[src/rtl/parity_stream_gc.sv]
// parity_stream_gc: streaming parity generator/checker.
// Each accepted word gets a generated parity bit and a mismatch flag.
// Words pass through a head/skid pair so in_ready can stay registered.
// Error statistics are a sticky flag and a saturating counter.
module parity_stream_gc #(
  parameter int DATA_W = 8,
  parameter int CNT_W  = 8
) (
  input  logic              clk,
  input  logic              rst_n,
  input  logic              odd_mode,
  input  logic              in_valid,
  output logic              in_ready,
  input  logic [DATA_W-1:0] in_data,
  input  logic              in_parity,
  output logic              out_valid,
  input  logic              out_ready,
  output logic [DATA_W-1:0] out_data,
  output logic              out_parity,
  output logic              out_error,
  output logic              err_sticky,
  output logic [CNT_W-1:0]  err_count,
  input  logic              clr_err
);

  localparam logic [CNT_W-1:0] CNT_MAX = {CNT_W{1'b1}};

  // Reduction XOR of a data word (even parity of the bits themselves).
  function automatic logic parity_f(input logic [DATA_W-1:0] d);
    return ^d;
  endfunction

  // Head (output) register and skid register, current and next.
  logic              head_valid_r, head_valid_s;
  logic [DATA_W-1:0] head_data_r,  head_data_s;
  logic              head_par_r,   head_par_s;
  logic              head_err_r,   head_err_s;
  logic              skid_valid_r, skid_valid_s;
  logic [DATA_W-1:0] skid_data_r,  skid_data_s;
  logic              skid_par_r,   skid_par_s;
  logic              skid_err_r,   skid_err_s;
  logic              in_ready_r;
  logic              sticky_r,     sticky_s;
  logic [CNT_W-1:0]  cnt_r,        cnt_s;

  logic accept_s;
  logic send_s;
  logic new_par_s;
  logic new_err_s;

  // Handshake qualifiers and parity of the word being offered.
  always_comb begin
    accept_s  = in_valid & in_ready_r;
    send_s    = head_valid_r & out_ready;
    new_par_s = parity_f(in_data) ^ odd_mode;
    new_err_s = in_parity ^ new_par_s;
  end

  // Next state of the head/skid pair; at most one of accept-into-skid or
  // skid-to-head can happen since accept needs the skid to be empty.
  always_comb begin
    head_valid_s = head_valid_r;
    head_data_s  = head_data_r;
    head_par_s   = head_par_r;
    head_err_s   = head_err_r;
    skid_valid_s = skid_valid_r;
    skid_data_s  = skid_data_r;
    skid_par_s   = skid_par_r;
    skid_err_s   = skid_err_r;
    if (send_s && skid_valid_r) begin
      head_valid_s = 1'b1;
      head_data_s  = skid_data_r;
      head_par_s   = skid_par_r;
      head_err_s   = skid_err_r;
      skid_valid_s = 1'b0;
    end else if (accept_s && (!head_valid_r || send_s)) begin
      head_valid_s = 1'b1;
      head_data_s  = in_data;
      head_par_s   = new_par_s;
      head_err_s   = new_err_s;
    end else if (accept_s) begin
      skid_valid_s = 1'b1;
      skid_data_s  = in_data;
      skid_par_s   = new_par_s;
      skid_err_s   = new_err_s;
    end else if (send_s) begin
      head_valid_s = 1'b0;
    end else begin
      head_valid_s = head_valid_r;
    end
  end

  // Error statistics; a new error word wins over a simultaneous clear.
  always_comb begin
    sticky_s = sticky_r;
    cnt_s    = cnt_r;
    if (accept_s && new_err_s) begin
      sticky_s = 1'b1;
      if (clr_err) begin
        cnt_s = CNT_W'(1);
      end else if (cnt_r == CNT_MAX) begin
        cnt_s = cnt_r;
      end else begin
        cnt_s = cnt_r + CNT_W'(1);
      end
    end else if (clr_err) begin
      sticky_s = 1'b0;
      cnt_s    = '0;
    end else begin
      sticky_s = sticky_r;
    end
  end

  // State registers; in_ready mirrors the next skid occupancy.
  always_ff @(posedge clk or negedge rst_n) begin
    if (!rst_n) begin
      head_valid_r <= 1'b0;
      head_data_r  <= '0;
      head_par_r   <= 1'b0;
      head_err_r   <= 1'b0;
      skid_valid_r <= 1'b0;
      skid_data_r  <= '0;
      skid_par_r   <= 1'b0;
      skid_err_r   <= 1'b0;
      in_ready_r   <= 1'b1;
      sticky_r     <= 1'b0;
      cnt_r        <= '0;
    end else begin
      head_valid_r <= head_valid_s;
      head_data_r  <= head_data_s;
      head_par_r   <= head_par_s;
      head_err_r   <= head_err_s;
      skid_valid_r <= skid_valid_s;
      skid_data_r  <= skid_data_s;
      skid_par_r   <= skid_par_s;
      skid_err_r   <= skid_err_s;
      in_ready_r   <= ~skid_valid_s;
      sticky_r     <= sticky_s;
      cnt_r        <= cnt_s;
    end
  end

  assign in_ready   = in_ready_r;
  assign out_valid  = head_valid_r;
  assign out_data   = head_data_r;
  assign out_parity = head_par_r;
  assign out_error  = head_err_r;
  assign err_sticky = sticky_r;
  assign err_count  = cnt_r;

endmodule

[config.mk]
export PLATFORM = sky130hd
export DESIGN_NAME = parity_stream_gc
export DESIGN_NICKNAME = d
export VERILOG_FILES = /design/src/rtl/parity_stream_gc.sv
export SDC_FILE = /design/constraint.sdc
export NUM_CORES = 1
export LEC_CHECK = 0
export CORE_MARGIN = 2
export CORE_UTILIZATION = 40
export DETAILED_ROUTE_END_ITERATION = 16
export PLACE_DENSITY = 0.73
export SLEW_MARGIN = 0
export SYNTH_ARGS = -nofsm -noshare
export SYNTH_HDL_FRONTEND = slang
export SYNTH_SLANG_ARGS = --single-unit
[constraint.sdc]
create_clock -name clk -period 3.9 [get_ports clk]
set_input_delay 0.78 -clock clk [delete_from_list [all_inputs] [get_ports clk]]
set_output_delay 0.78 -clock clk [all_outputs]
set_load 0.03 [all_outputs]
Word level (Yosys, flattened, before mapping)
Cells that the tools add are included.

storage, ports and cells
  memory bits (read-only) = 0
  output and inout bits = 21
  latch bits = 0
  register bits = 32
  RAM bits = 0
  input bits = 15
  logic and storage cells = 53
  memories kept = 0

cells by class
  magnitude comparators = 0
  equal/unequal tests = 3
  shift-type cells = 0
  mux-type cells = 19
  bitwise gates (word level) = 7
  divide/modulo/power cells = 0
  reduce and logical (&&, ||, !) cells = 12
  $mul = 0
  add/sub/neg operators = 1

operators with widths
  kind                                            number
  two-way mux 8 bit                               6
  two-way mux 1 bit                               13
  adder 8 x 1 -> 8 bit (second input constant)    1
  == test 8 bit (second input constant)           1
  parity 8 bit                                    1
  AND reduction 2 bit                             2
  nonzero test 2 bit                              2
  logical AND 1 bit                               3
  != test 3 x 1 -> 1 bit (second input constant)  1
  inverter 1 bit                                  3
  AND reduction 3 bit                             1
  nonzero test 3 bit                              1
  AND 1 bit                                       2
  != test 2 bit (second input constant)           1
  XOR 1 bit                                       2
  zero test 1 bit                                 1
  logical OR 1 bit                                1

Longest topological paths before layout
Gate-level depths: netlist of the first run.

  depth in word-level cells = 6
  gate-level depth with buffers = 6
  gate-level depth less buffers = 6

Worst setup path after synthesis of the first run
OpenSTA, ideal clock, no wires.

  path kind = input -> register
  start = in in_data[7]
  end = reg cnt_r[2] (netlist: err_count[2])
  data required time = 3.760 ns
  data arrival time = 2.372 ns
  setup slack = 1.388 ns
  path buffers = 1
  library setup time = 0.140 ns
  cell stages on the path = 6
  cell sequence = xor2_1 > xnor3_1 > xor3_1 > buf_2 > o311ai_0 > o41ai_1

on the way
  word-level cells in the longest chain between the ends = 6
  elaborated cells between the ends (all ways) = 7
  classes of those cells = mux: 1; bitwise: 2; reduce/logical: 4

RTL lines
  element                               RTL line  text
  start: declaration                    14        input logic [DATA_W-1:0] in_data,
  parity 8 bit *                        30        return ^d;
  XOR 1 bit *                           55        new_par_s = parity_f(in_data) ^ odd_mode;
  XOR 1 bit *                           56        new_err_s = in_parity ^ new_par_s;
  logical AND 1 bit *                   97        if (accept_s && new_err_s) begin
  nonzero test 2 bit (no source line)   n/a
  AND reduction 2 bit (no source line)  n/a
  end signal: assignment                139       cnt_r <= cnt_s;
  end: declaration                      44        logic [CNT_W-1:0] cnt_r, cnt_s;

Mark *: on every way between the ends. The rest lies on a longest branch, timed or not.
A chain may end at the register's enable or synchronous reset.

Worst setup path in the final report of the first run
  start = in in_data[5]
  end = reg cnt_r[2] (netlist: err_count[2])

The elaborated chain is that of the path after synthesis.

==> insert_results.sql, run 1 <==
INSERT INTO impl_metrics (metric_group, metric, value, unit) VALUES
('run_status', 'run_status', 'finished clean', ''),
('worst_setup_path', 'timing_worst_setup_path_type', 'in2reg', ''),
('synth', 'synthArstFlopShare', '1.00', ''),
('timing', 'final_worst_path_period_need', '3.04', 'ns'),
('power_and_ir_drop', 'clock_power_share', '0.236', ''),
('clock_tree', 'clock_tree.htree_level_count', '2', ''),
('synth', 'avgSynthCellArea', '11.1', 'µm²'),
('route', 'drtIter0Drc', '114', ''),
('power_and_ir_drop', 'p_total', '1.46', 'mW'),
('power_and_ir_drop', 'seq_power_share', '0.366', ''),
('global_route', 'grt_first_pass_wirelength', '5500', 'µm'),
('die', 'die_y', '64.9', 'µm'),
('synth', 'synth_enable_flop_cells', '0', ''),
('die', 'floorplan.initialDensity', '0.411', ''),
('layout', 'finalNonFillerCells', '220', ''),
('synth', 'netlist_area', '1480', 'µm²'),
('timing', 'count_of_final_max_slew_check_failures', '0', ''),
('synth', 'syn_warnings', '0', ''),
('global_route', 'grt_antenna_before_repair', '0', ''),
('layout', 'post-route-util', '0.555', ''),
('clock_tree', 'clock_tree.buffer_depth', '2', ''),
('synth', 'most_used_dff_post_synth', 'sky130_fd_sc_hd__dfrtp_1', ''),
('hold_path', 'holdPathStages', '2', ''),
('timing', 'fin_worst_skew', '0.00422', 'ns'),
('hold_path', 'timing.hold.worst.class', 'reg2reg', ''),
('placed_design', 'gpl.final_weighted_congestion', '0.816', ''),
('timing', 'part_of_the_cycle_the_worst_path_needs', '0.779', ''),
('placed_design', 'hpwl_dp', '2220', 'µm'),
('worst_setup_path', 'timing.critical_path.from', 'in_data[5]', ''),
('route', 'vias_per_cell', '5.47', ''),
('die', 'design.core.area', '3610', 'µm²'),
('power_and_ir_drop', 'intPower', '0.941', 'mW'),
('layout', 'layout.nets', '187', ''),
('placed_design', 'dp_worst_setup_slack', '0.575', 'ns'),
('route', 'drt-total-wl', '3160', 'µm'),
('flow_run', 'maxCapViolations', '0', ''),
('timing', 'totalNegativeSetupSlack', '0', 'ns'),
('timing', 'layout_setup_ws', '0.862', 'ns'),
('worst_setup_path', 'crit_arrival', '3.20', 'ns'),
('power_and_ir_drop', 'p_per_area', '728', 'nW/µm²'),
('timing', 'finalHoldViolations', '0', ''),
('clock_tree', 'cts_tree', 'yes', ''),
('die', 'io_pins', '36', ''),
('global_route', 'grt.overflow.total', '0', ''),
('power_and_ir_drop', 'leakagePower', '0.897', 'nW'),
('worst_setup_path', 'ff2ff_path_depth', '6', ''),
('synth', 'synth.ff_latch_count', '32', ''),
('layout', 'layout-drive-gt1-share', '0.110', ''),
('timing', 'hold_ws', '0.482', 'ns'),
('layout', 'seq_area', '802', 'µm²'),
('route', 'drc', '0', ''),
('power_and_ir_drop', 'netSwitchingFraction', '0.355', ''),
('placed_design', 'numPortBuffers', '35', ''),
('clock_tree', 'numClockSinks', '32', ''),
('clock_tree', 'root_buffer_master', 'sky130_fd_sc_hd__clkbuf_8', ''),
('power_and_ir_drop', 'peakVddDrop', '356', 'µV'),
('worst_setup_path', 'worstPathRequired', '4.06', 'ns'),
('die', 'floorplan.rows', '22', ''),
('global_route', 'grt_max_degree', '33', ''),
('synth', 'number_of_instances_in_the_synthesized_netlist', '134', ''),
('worst_setup_path', 'worst_setup_path_end_kind', 'flip-flop', ''),
('clock_tree', 'path_clk_slew', '0.07', 'ns'),
('clock_tree', 'clkLatencyLatePin', '0.28', 'ns'),
('power_and_ir_drop', 'p_sw', '0.517', 'mW'),
('worst_setup_path', 'worstSetupEndpoint', 'err_count[2]', ''),
('layout', 'n_fill_cell', '327', ''),
('power_and_ir_drop', 'combPwrFrac', '0.398', ''),
('clock_tree', 'cts_buffers', '5', ''),
('clock_tree', 'post_cts.repair.setup_buffers', '0', ''),
('timing', 'clock.fmax', '0.329', 'GHz'),
('layout', 'antenna_cells', '0', '');
## worst max-delay path, stage by stage
cell and delay (ns):
sky130_fd_sc_hd__clkdlybuf4s50_1 0.51, sky130_fd_sc_hd__xor2_1 0.16, sky130_fd_sc_hd__xnor3_1 0.46, sky130_fd_sc_hd__xor3_1 0.59
sky130_fd_sc_hd__or2_2 0.39, sky130_fd_sc_hd__o41ai_1 0.30
## placed cells by master, fill, tap and decap left out, types with 2 or more instances in the layout
master,instances
sky130_fd_sc_hd__clkbuf_8,7
sky130_fd_sc_hd__and3_1,4
sky130_fd_sc_hd__or3_1,2
sky130_fd_sc_hd__o31ai_1,4
sky130_fd_sc_hd__or4_1,4
sky130_fd_sc_hd__mux2_2,8
sky130_fd_sc_hd__and2_1,2
sky130_fd_sc_hd__clkdlybuf4s50_1,35
sky130_fd_sc_hd__xor2_1,2
sky130_fd_sc_hd__inv_1,15
sky130_fd_sc_hd__a21oi_1,6
sky130_fd_sc_hd__o21ai_0,9
sky130_fd_sc_hd__nand2_1,9
sky130_fd_sc_hd__nand3_1,5
sky130_fd_sc_hd__a222oi_1,8
sky130_fd_sc_hd__dfrtp_1,31
sky130_fd_sc_hd__a22oi_1,2
sky130_fd_sc_hd__nor2_1,3
sky130_fd_sc_hd__xnor2_1,4
## final cells by class
cell class | instances | share of cell area
Sequential cell | 32 | 0.401
Timing Repair Buffer | 36 | 0.179
Tap cell | 48 | 0.0300
Inverter | 15 | 0.0281
Clock buffer | 7 | 0.0481
Multi-Input combinational cell | 81 | 0.299
Clock inverter | 1 | 0.0150
## flip-flops by register name (all words and copies together), names as in the netlist
register and count:
skid_err_r 1, skid_valid_r 1, out_valid 1, out_parity 1, out_error 1, in_ready 1
skid_par_r 1, out_data 8, err_count 8, skid_data_r 8, err_sticky 1
## how the worst min path moves through the flow
stage	from	slack, ns	endpoint
3_5_place_dp	skid_par_r	0.47	skid_par_r
4_1_cts	skid_par_r	0.49	skid_par_r
3_3_place_gp	skid_err_r	0.46	skid_err_r
2_1_floorplan	skid_err_r	0.45	skid_err_r
5_1_grt	skid_par_r	0.51	skid_par_r
6_report	skid_par_r	0.48	skid_par_r
## power groups by stage
stage	registers [mW]	logic (mW)	clock network (mW)
after floorplan	0.658	0.250	0
after CTS	0.535	0.587	0.352
after global placement	0.530	0.576	0
after global routing	0.551	0.630	0.370
after detailed placement	0.540	0.586	0
final	0.534	0.580	0.344
## cell usage after synthesis (2+ instances only)
cell type	instances	area share
sky130_fd_sc_hd__o31ai_1	4	0.020
sky130_fd_sc_hd__xor2_1	2	0.012
sky130_fd_sc_hd__xnor2_1	4	0.024
sky130_fd_sc_hd__dfrtp_1	31	0.52
sky130_fd_sc_hd__nand2_1	9	0.023
sky130_fd_sc_hd__o21ai_0	9	0.030
sky130_fd_sc_hd__a222oi_1	8	0.054
sky130_fd_sc_hd__or4_1	4	0.020
sky130_fd_sc_hd__nor2_1	3	0.0076
sky130_fd_sc_hd__a22oi_1	2	0.010
sky130_fd_sc_hd__clkbuf_1	4	0.010
sky130_fd_sc_hd__and2_1	2	0.0084
sky130_fd_sc_hd__inv_1	15	0.038
sky130_fd_sc_hd__nand3_1	5	0.017
sky130_fd_sc_hd__and3_1	4	0.017
sky130_fd_sc_hd__or3_1	2	0.0084
sky130_fd_sc_hd__a21oi_1	6	0.020
sky130_fd_sc_hd__mux2_2	8	0.061
## layer usage
metal	GRT usage	wire length, µm	up-vias
met5	0	0	-
met4	0.0824	52	0
li1	-	-	566
met1	0.207	1360	580
met2	0.271	1510	52
met3	0.0660	239	5
## cells by family (layout without fill, tap and decap cells)
kind of cell	Yosys count	count (layout)	share of synthesized area
multiplexers	8	8	0.0608
flip-flops	32	32	0.541
AND/OR/NAND/NOR	30	30	0.106
XOR/XNOR	8	8	0.0667
adder cells (fa/ha/maj)	1	1	0.00844
buffers and inverters	21	59	0.0540
AO/OA/AOI/OAI	34	34	0.163
Power figures use the tool's default switching activity.
==> inputs of run 2 (changes only) <==
--- a/config.mk
+++ b/config.mk
@@ -8,7 +8,7 @@
 export CORE_MARGIN = 2
 export CORE_UTILIZATION = 40
 export DETAILED_ROUTE_END_ITERATION = 16
-export PLACE_DENSITY = 0.73
+export PLACE_DENSITY = 0.75
 export SLEW_MARGIN = 0
 export SYNTH_ARGS = -nofsm -noshare
 export SYNTH_HDL_FRONTEND = slang
==> constraint.sdc (replaced) <==
create_clock -name clk -period 2.5 [get_ports clk]
set_input_delay 0.5 -clock clk [delete_from_list [all_inputs] [get_ports clk]]
set_output_delay 0.5 -clock clk [all_outputs]
set_load 0.03 [all_outputs]
==> run 2 against run 1 <==
Clock power up 15%. Non-clock buffer count up 15. Critical path depth is the same. Routed wire length is 11% higher. Global-route usage is 1.1 points higher. Clock skew shrank 0.0011 ns. Register-to-register slack got worse by 1.5 ns. Die area stayed put. Sequential share of layout area shrank 2.9 points. Sequential cell count unchanged. Setup slack got worse by 0.78 ns. Clock-buffer cell count is 1 higher. Largest cell class unchanged. Highest routed layer unchanged.
==> insert_results.sql, run 2 (synthesized netlist as in run 1, its figures left out) <==
INSERT INTO impl_metrics (metric_group, metric, value, unit) VALUES
('run_status', 'run_status', 'finished clean', ''),
('global_route', 'grt_antenna_before_repair', '0', ''),
('die', 'die_y', '64.9', 'µm'),
('die', 'floorplan.initialDensity', '0.411', ''),
('global_route', 'grt_first_pass_wirelength', '5870', 'µm'),
('global_route', 'grt.overflow.total', '0', ''),
('global_route', 'grt_max_degree', '33', ''),
('route', 'routed-via-count', '1272', ''),
('placed_design', 'hpwl_dp', '2340', 'µm'),
('worst_setup_path', 'timing.rr.end', 'err_count[6]', ''),
('clock_tree', 'root_buffer_master', 'sky130_fd_sc_hd__clkbuf_8', ''),
('die', 'floorplan.rows', '22', ''),
('worst_setup_path', 'crit_path_max_cell_delay', '0.52', 'ns'),
('timing', 'transition_at_the_pin_with_the_smallest_max_transition_slack', '0.438', 'ns'),
('worst_setup_path', 'total_buffers_and_inverters_traversed_by_the_critical_path', '1', ''),
('clock_tree', 'clkLatencyLatePin', '0.28', 'ns'),
('worst_setup_path', 'crit_path_cell_trace', 'clkdlybuf4s50_1 -> xor2_1 -> xnor3_2 -> xor3_2 -> or4_4 -> a21oi_2', ''),
('timing', 'clock.fmax', '0.413', 'GHz'),
('global_route', 'grt.total_usage', '0.183', ''),
('worst_setup_path', 'crit_arrival', '2.62', 'ns'),
('die', 'design.die.area', '4210', 'µm²'),
('worst_setup_path', 'family_of_cells_with_the_greatest_summed_delay_on_the_critical_path', 'XOR/XNOR gates', ''),
('timing', 'count_of_final_max_slew_check_failures', '0', ''),
('layout', 'syn_to_final_growth', '45.8', '%'),
('layout', 'layout.nets', '203', ''),
('route', 'antenna_left', '0', ''),
('route', 'firstDrtPassIters', '6', ''),
('worst_setup_path', 'worst_setup_path_end_kind', 'flip-flop', ''),
('placed_design', 'gpl.final_weighted_congestion', '0.833', ''),
('timing', 'part_of_the_cycle_the_worst_path_needs', '0.967', ''),
('die', 'io_pins', '36', ''),
('power_and_ir_drop', 'p_per_area', '1050', 'nW/µm²'),
('clock_tree', 'path_clk_slew', '0.06', 'ns'),
('clock_tree', 'clock_tree.htree_level_count', '2', ''),
('hold_path', 'worstHoldEndpoint', 'skid_par_r', ''),
('timing', 'final_worst_path_period_need', '2.42', 'ns'),
('worst_setup_path', 'r2r-start', 'err_count[0]', ''),
('route', 'drt-total-wl', '3500', 'µm'),
('power_and_ir_drop', 'p_total', '2.26', 'mW'),
('placed_design', 'numPortBuffers', '35', ''),
('layout', 'post-route-util', '0.599', ''),
('clock_tree', 'numClockSinks', '32', ''),
('clock_tree', 'clock_tree.buffer_depth', '2', ''),
('die', 'die_width', '64.9', 'µm'),
('die', 'design.core.area', '3610', 'µm²'),
('timing', 'finalHoldViolations', '0', ''),
('timing', 'setup_viol', '0', ''),
('layout', 'layout-drive-gt1-share', '0.229', ''),
('worst_setup_path', 'worstPathRequired', '2.70', 'ns'),
('hold_path', 'holdPathStages', '2', ''),
('power_and_ir_drop', 'peakVddDrop', '700', 'µV'),
('global_route', 'first_global_vias', '1267', ''),
('worst_setup_path', 'crit_path_start_kind', 'input port', ''),
('power_and_ir_drop', 'leakagePower', '1.02', 'nW'),
('route', 'drc', '0', ''),
('clock_tree', 'postCtsHoldBufs', '0', ''),
('worst_setup_path', 'slowest_stage', 'sky130_fd_sc_hd__clkdlybuf4s50_1', ''),
('route', 'drtIter0Drc', '97', ''),
('timing', 'layout_setup_ws', '0.0816', 'ns'),
('worst_setup_path', 'timing_worst_setup_path_type', 'in2reg', ''),
('route', 'vias_per_cell', '5.39', ''),
('worst_setup_path', 'ff2ff_setup_slack', '0.52', 'ns'),
('placed_design', 'dp_worst_setup_slack', '-0.474', 'ns'),
('hold_path', 'hp-start', 'skid_par_r', ''),
('route', 'wire_per_inst', '14.8', 'µm'),
('hold_path', 'timing.hold.worst.class', 'reg2reg', ''),
('timing', 'totalNegativeSetupSlack', '0', 'ns'),
('layout', 'antenna_cells', '0', ''),
('timing', 'slew_margin_rel', '0.707', ''),
('worst_setup_path', 'ff2ff_path_depth', '6', ''),
('layout', 'most_frequent_cells_in_the_layout', 'sky130_fd_sc_hd__dfrtp_1 (31), sky130_fd_sc_hd__clkdlybuf4s50_1 (31), sky130_fd_sc_hd__inv_1 (15), sky130_fd_sc_hd__buf_4 (15)', ''),
('flow_run', 'maxCapViolations', '0', ''),
('clock_tree', 'cts_tree', 'yes', ''),
('clock_tree', 'cts_buffers', '5', ''),
('worst_setup_path', 'crit_path_max_fanout', '7', ''),
('timing', 'fin_worst_skew', '0.00309', 'ns');
-- run 2: cell count changes in the layout (fill, tap and decap cells not counted), moves of 3 or more --
cell / before / now
sky130_fd_sc_hd__a21oi_2: 0 / 4
sky130_fd_sc_hd__or4_1: 4 / 1
sky130_fd_sc_hd__clkdlybuf4s50_1: 35 / 31
sky130_fd_sc_hd__buf_4: 1 / 15
sky130_fd_sc_hd__dlymetal6s2s_1: 0 / 4
sky130_fd_sc_hd__a21oi_1: 6 / 2
sky130_fd_sc_hd__or4_4: 0 / 3
-- run 2: how the worst max path moves through the flow --
stage / cells after the start / startpoint / slack (ns) / end
2_1_floorplan: 6 / in_data[7] / 0.27 / err_count[2]
3_3_place_gp: 6 / in_data[7] / -0.39 / err_count[6]
3_5_place_dp: 6 / in_data[7] / -0.47 / err_count[4]
4_1_cts: 6 / in_data[7] / 0.03 / err_count[4]
5_1_grt: 6 / in_data[7] / -0.0004 / err_count[4]
6_report: 6 / in_data[7] / 0.08 / err_count[4]
-- run 2: repair_timing --
action	in CTS	in global routing
pin swaps	1	10
gates cloned	0	1
resized for setup	1	15
buffers inserted	0	1
setup endpoints to repair	8	6
-- run 2: final cells by class --
| class | instances | area [µm²] |
|---|---|---|
| clock buffer | 8 | 90.1 |
| fill | 309 | 1450 |
| inverter | 15 | 56.3 |
| multi-input combinational | 82 | 667 |
| sequential | 32 | 802 |
| tap | 48 | 60.1 |
| timing repair buffer | 51 | 484 |
-- run 2: metal layers --
| metal | up-vias | global-route usage | part of all wire |
|---|---|---|---|
| met5 | - | 0 | 0 |
| met4 | 0 | 0.0585 | 0.0031 |
| met3 | 2 | 0.0608 | 0.071 |
| met2 | 53 | 0.304 | 0.49 |
| met1 | 625 | 0.225 | 0.43 |
| li1 | 592 | - | - |
-- run 2: worst reg2reg max path, cell delays in order, from the launching register on --
cell,delay (ns)
sky130_fd_sc_hd__dfrtp_1,0.44
sky130_fd_sc_hd__ha_1,0.27
sky130_fd_sc_hd__and3_1,0.23
sky130_fd_sc_hd__nand3_1,0.11
sky130_fd_sc_hd__nand2_1,0.19
sky130_fd_sc_hd__or4_4,0.53
sky130_fd_sc_hd__a21oi_2,0.14
-- run 2: report_power, final --
group | total [mW] | leakage (nW) | switching (mW) | internal (mW)
combinational | 1.03 | 0.570 | 0.544 | 0.486
clock | 0.394 | 0.0455 | 0.170 | 0.224
sequential | 0.836 | 0.405 | 0.118 | 0.719
total | 2.26 | 1.02 | 0.832 | 1.43
-- run 2: per-stage QoR --
| step | std cells | area, µm² | hold slack [ns] |
|---|---|---|---|
| 3_3_place_gp | 226 | 1980 | 0.463 |
| 6_report | 236 | 2160 | 0.493 |
| 2_1_floorplan | 134 | 1480 | 0.204 |
| 4_1_cts | 234 | 2070 | 0.496 |
| 5_1_grt | 236 | 2160 | 0.521 |
| 3_5_place_dp | 226 | 1980 | 0.482 |
==> inputs of run 3 (changes only) <==
--- a/config.mk
+++ b/config.mk
@@ -8,7 +8,7 @@
 export CORE_MARGIN = 2
 export CORE_UTILIZATION = 40
 export DETAILED_ROUTE_END_ITERATION = 16
-export PLACE_DENSITY = 0.75
+export PLACE_DENSITY_LB_ADDON = 0.2
 export SLEW_MARGIN = 0
 export SYNTH_ARGS = -nofsm -noshare
 export SYNTH_HDL_FRONTEND = slang
==> run 3 against run 2 <==
Clock skew up 0.0057 ns. Die area did not move. Maximum frequency hardly changed. Largest cell class unchanged. Sequential power is essentially flat. Clock power is 2% higher. Utilization down 2.0 points. Hold slack improved by 0.0019 ns.
==> insert_results.sql, run 3 (synthesized netlist as in run 1, its figures left out) <==
INSERT INTO impl_metrics (metric_group, metric, value, unit) VALUES
('global_route', 'grt_first_pass_wirelength', '5690', 'µm'),
('die', 'design.core.area', '3610', 'µm²'),
('flow_run', 'maxCapViolations', '0', ''),
('timing', 'part_of_the_cycle_the_worst_path_needs', '0.967', ''),
('die', 'die_width', '64.9', 'µm'),
('power_and_ir_drop', 'intPower', '1.39', 'mW'),
('timing', 'setup_viol', '0', ''),
('route', 'vias_per_cell', '5.30', ''),
('power_and_ir_drop', 'seq_power_share', '0.376', ''),
('global_route', 'first_global_vias', '1206', ''),
('power_and_ir_drop', 'clock_power_share', '0.181', ''),
('layout', 'finalNonFillerCells', '233', ''),
('power_and_ir_drop', 'peakVddDrop', '509', 'µV'),
('route', 'routed-via-count', '1234', ''),
('clock_tree', 'root_buffer_master', 'sky130_fd_sc_hd__clkbuf_8', ''),
('clock_tree', 'clock_tree.htree_level_count', '2', ''),
('worst_setup_path', 'worstPathRequired', '2.70', 'ns'),
('clock_tree', 'postCtsHoldBufs', '0', ''),
('clock_tree', 'cts_tree', 'yes', ''),
('die', 'io_pins', '36', ''),
('route', 'antenna_left', '0', ''),
('power_and_ir_drop', 'p_sw', '0.832', 'mW'),
('placed_design', 'dpl_cell_area', '1970', 'µm²'),
('global_route', 'grt_antenna_before_repair', '0', ''),
('worst_setup_path', 'family_of_cells_with_the_greatest_summed_delay_on_the_critical_path', 'XOR/XNOR gates', ''),
('timing', 'transition_at_the_pin_with_the_smallest_max_transition_slack', '0.440', 'ns'),
('layout', 'layout-drive-gt1-share', '0.178', ''),
('worst_setup_path', 'slowest_stage', 'sky130_fd_sc_hd__or4_1', ''),
('placed_design', 'numPortBuffers', '35', ''),
('layout', 'final_area', '2090', 'µm²'),
('route', 'drc', '0', ''),
('route', 'wire_per_inst', '14.7', 'µm'),
('clock_tree', 'numClockSinks', '32', ''),
('worst_setup_path', 'total_buffers_and_inverters_traversed_by_the_critical_path', '1', ''),
('placed_design', 'gpl.final_weighted_congestion', '0.882', ''),
('timing', 'hold_ws', '0.495', 'ns'),
('clock_tree', 'clock_tree.buffer_depth', '2', ''),
('power_and_ir_drop', 'leakagePower', '0.966', 'nW'),
('worst_setup_path', 'worst_setup_path_end_kind', 'flip-flop', ''),
('hold_path', 'timing.hold.worst.class', 'reg2reg', ''),
('timing', 'totalNegativeSetupSlack', '0', 'ns'),
('layout', 'syn_to_final_growth', '40.9', '%'),
('layout', 'most_common_library_cell_in_the_layout_ignoring_fill_and_taps', 'sky130_fd_sc_hd__clkdlybuf4s50_1', ''),
('timing', 'finalHoldViolations', '0', ''),
('clock_tree', 'path_clk_slew', '0.07', 'ns'),
('placed_design', 'hpwl_dp', '2380', 'µm'),
('worst_setup_path', 'crit_arrival', '2.62', 'ns'),
('die', 'design.die.area', '4210', 'µm²'),
('timing', 'fin_worst_skew', '0.00875', 'ns'),
('global_route', 'grt.overflow.total', '0', ''),
('global_route', 'grt_max_degree', '33', ''),
('power_and_ir_drop', 'netSwitchingFraction', '0.375', ''),
('timing', 'rsz0062_at_grt', 'no', ''),
('worst_setup_path', 'crit_path_max_fanout', '6', ''),
('layout', 'most_frequent_cells_in_the_layout', 'sky130_fd_sc_hd__clkdlybuf4s50_1 (34), sky130_fd_sc_hd__dfrtp_1 (31), sky130_fd_sc_hd__inv_1 (15), sky130_fd_sc_hd__buf_4 (13)', ''),
('route', 'firstDrtPassIters', '5', ''),
('timing', 'layout_setup_ws', '0.0831', 'ns'),
('die', 'floorplan.rows', '22', ''),
('clock_tree', 'cts_buffers', '5', ''),
('route', 'drtIter0Drc', '87', ''),
('power_and_ir_drop', 'combPwrFrac', '0.443', ''),
('die', 'die_y', '64.9', 'µm'),
('power_and_ir_drop', 'p_per_area', '1060', 'nW/µm²'),
('die', 'floorplan.initialDensity', '0.411', ''),
('layout', 'post-route-util', '0.579', ''),
('timing', 'final_worst_path_period_need', '2.42', 'ns'),
('layout', 'antenna_cells', '0', ''),
('route', 'drt-total-wl', '3430', 'µm'),
('layout', 'layout.nets', '200', ''),
('worst_setup_path', 'timing_worst_setup_path_type', 'in2reg', ''),
('power_and_ir_drop', 'p_total', '2.22', 'mW'),
('clock_tree', 'clkLatencyLatePin', '0.28', 'ns'),
('worst_setup_path', 'crit_path_max_cell_delay', '0.53', 'ns'),
('placed_design', 'dp_worst_setup_slack', '-0.468', 'ns'),
('timing', 'slew_margin_rel', '0.706', ''),
('run_status', 'run_status', 'finished clean', ''),
('placed_design', 'numPlacedInstances', '224', ''),
('timing', 'count_of_final_max_slew_check_failures', '0', ''),
('worst_setup_path', 'crit_path_cell_trace', 'clkdlybuf4s50_1 -> xor2_1 -> xnor3_2 -> xor3_2 -> or4_1 -> a21oi_1', ''),
('worst_setup_path', 'crit_path_start_kind', 'input port', ''),
('timing', 'clock.fmax', '0.414', 'GHz'),
('global_route', 'grt.total_usage', '0.176', '');
## run 3: changes by cell type in the layout (fill, tap and decap cells not counted)
cell | before | now
sky130_fd_sc_hd__a21oi_1 | 2 | 6
sky130_fd_sc_hd__or4_1 | 1 | 4
sky130_fd_sc_hd__xnor2_1 | 2 | 4
sky130_fd_sc_hd__clkinv_2 | 0 | 2
sky130_fd_sc_hd__xnor2_2 | 2 | 0
sky130_fd_sc_hd__buf_4 | 15 | 13
sky130_fd_sc_hd__clkdlybuf4s50_1 | 31 | 34
sky130_fd_sc_hd__clkbuf_1 | 2 | 0
sky130_fd_sc_hd__dlymetal6s2s_1 | 4 | 1
sky130_fd_sc_hd__or4_4 | 3 | 0
sky130_fd_sc_hd__a21oi_2 | 4 | 0
sky130_fd_sc_hd__buf_6 | 1 | 0
## run 3: tightest hold or removal path, cell delays in order, from the launching register on
cell and delay [ns]:
sky130_fd_sc_hd__dfrtp_1 0.35, sky130_fd_sc_hd__nand2_1 0.05, sky130_fd_sc_hd__o21ai_0 0.06
## run 3: cell type report
class | count | area, µm²
timing repair buffer | 48 | 450
sequential | 32 | 802
multi-input combinational | 82 | 626
clock buffer | 6 | 82.6
fill | 320 | 1520
tap | 48 | 60.1
clock inverter | 2 | 10.0
inverter | 15 | 56.3
## run 3: worst paths after layout
path	cells after the start	endpoint	startpoint	slack [ns]
min in group asynchronous	2	skid_data_r[5]	rst_n	0.62
worst min-delay path	2	skid_par_r	skid_par_r	0.49
max in group asynchronous	2	in_ready	rst_n	1.55
worst max register to register	6	err_count[5]	err_count[0]	0.59
worst min register to register	2	skid_par_r	skid_par_r	0.49
worst max-delay path	6	err_count[4]	in_data[7]	0.08
## run 3: repair_timing
action | 4_1_cts | 5_1_grt
resized for setup | 1 | 2
cloned | 0 | 1
setup endpoints to repair | 7 | 6
hold endpoints to repair | 0 | 0
buffers inserted | 0 | 0
pin swaps | 1 | 1
## run 3: power groups by stage
stage,registers (mW),clock network (mW),logic (mW)
4_1_cts,0.834,0.413,0.976
2_1_floorplan,1.03,0,0.390
6_report,0.836,0.402,0.984
3_5_place_dp,0.844,0,0.971
5_1_grt,0.862,0.439,1.07
3_3_place_gp,0.828,0,0.952
## run 3: per-layer routing
layer	part of all wire	track usage	vias up
met5	0	0	-
met4	0.010	0.0638	0
met3	0.057	0.0451	5
met2	0.50	0.300	42
met1	0.43	0.214	598
li1	-	-	589
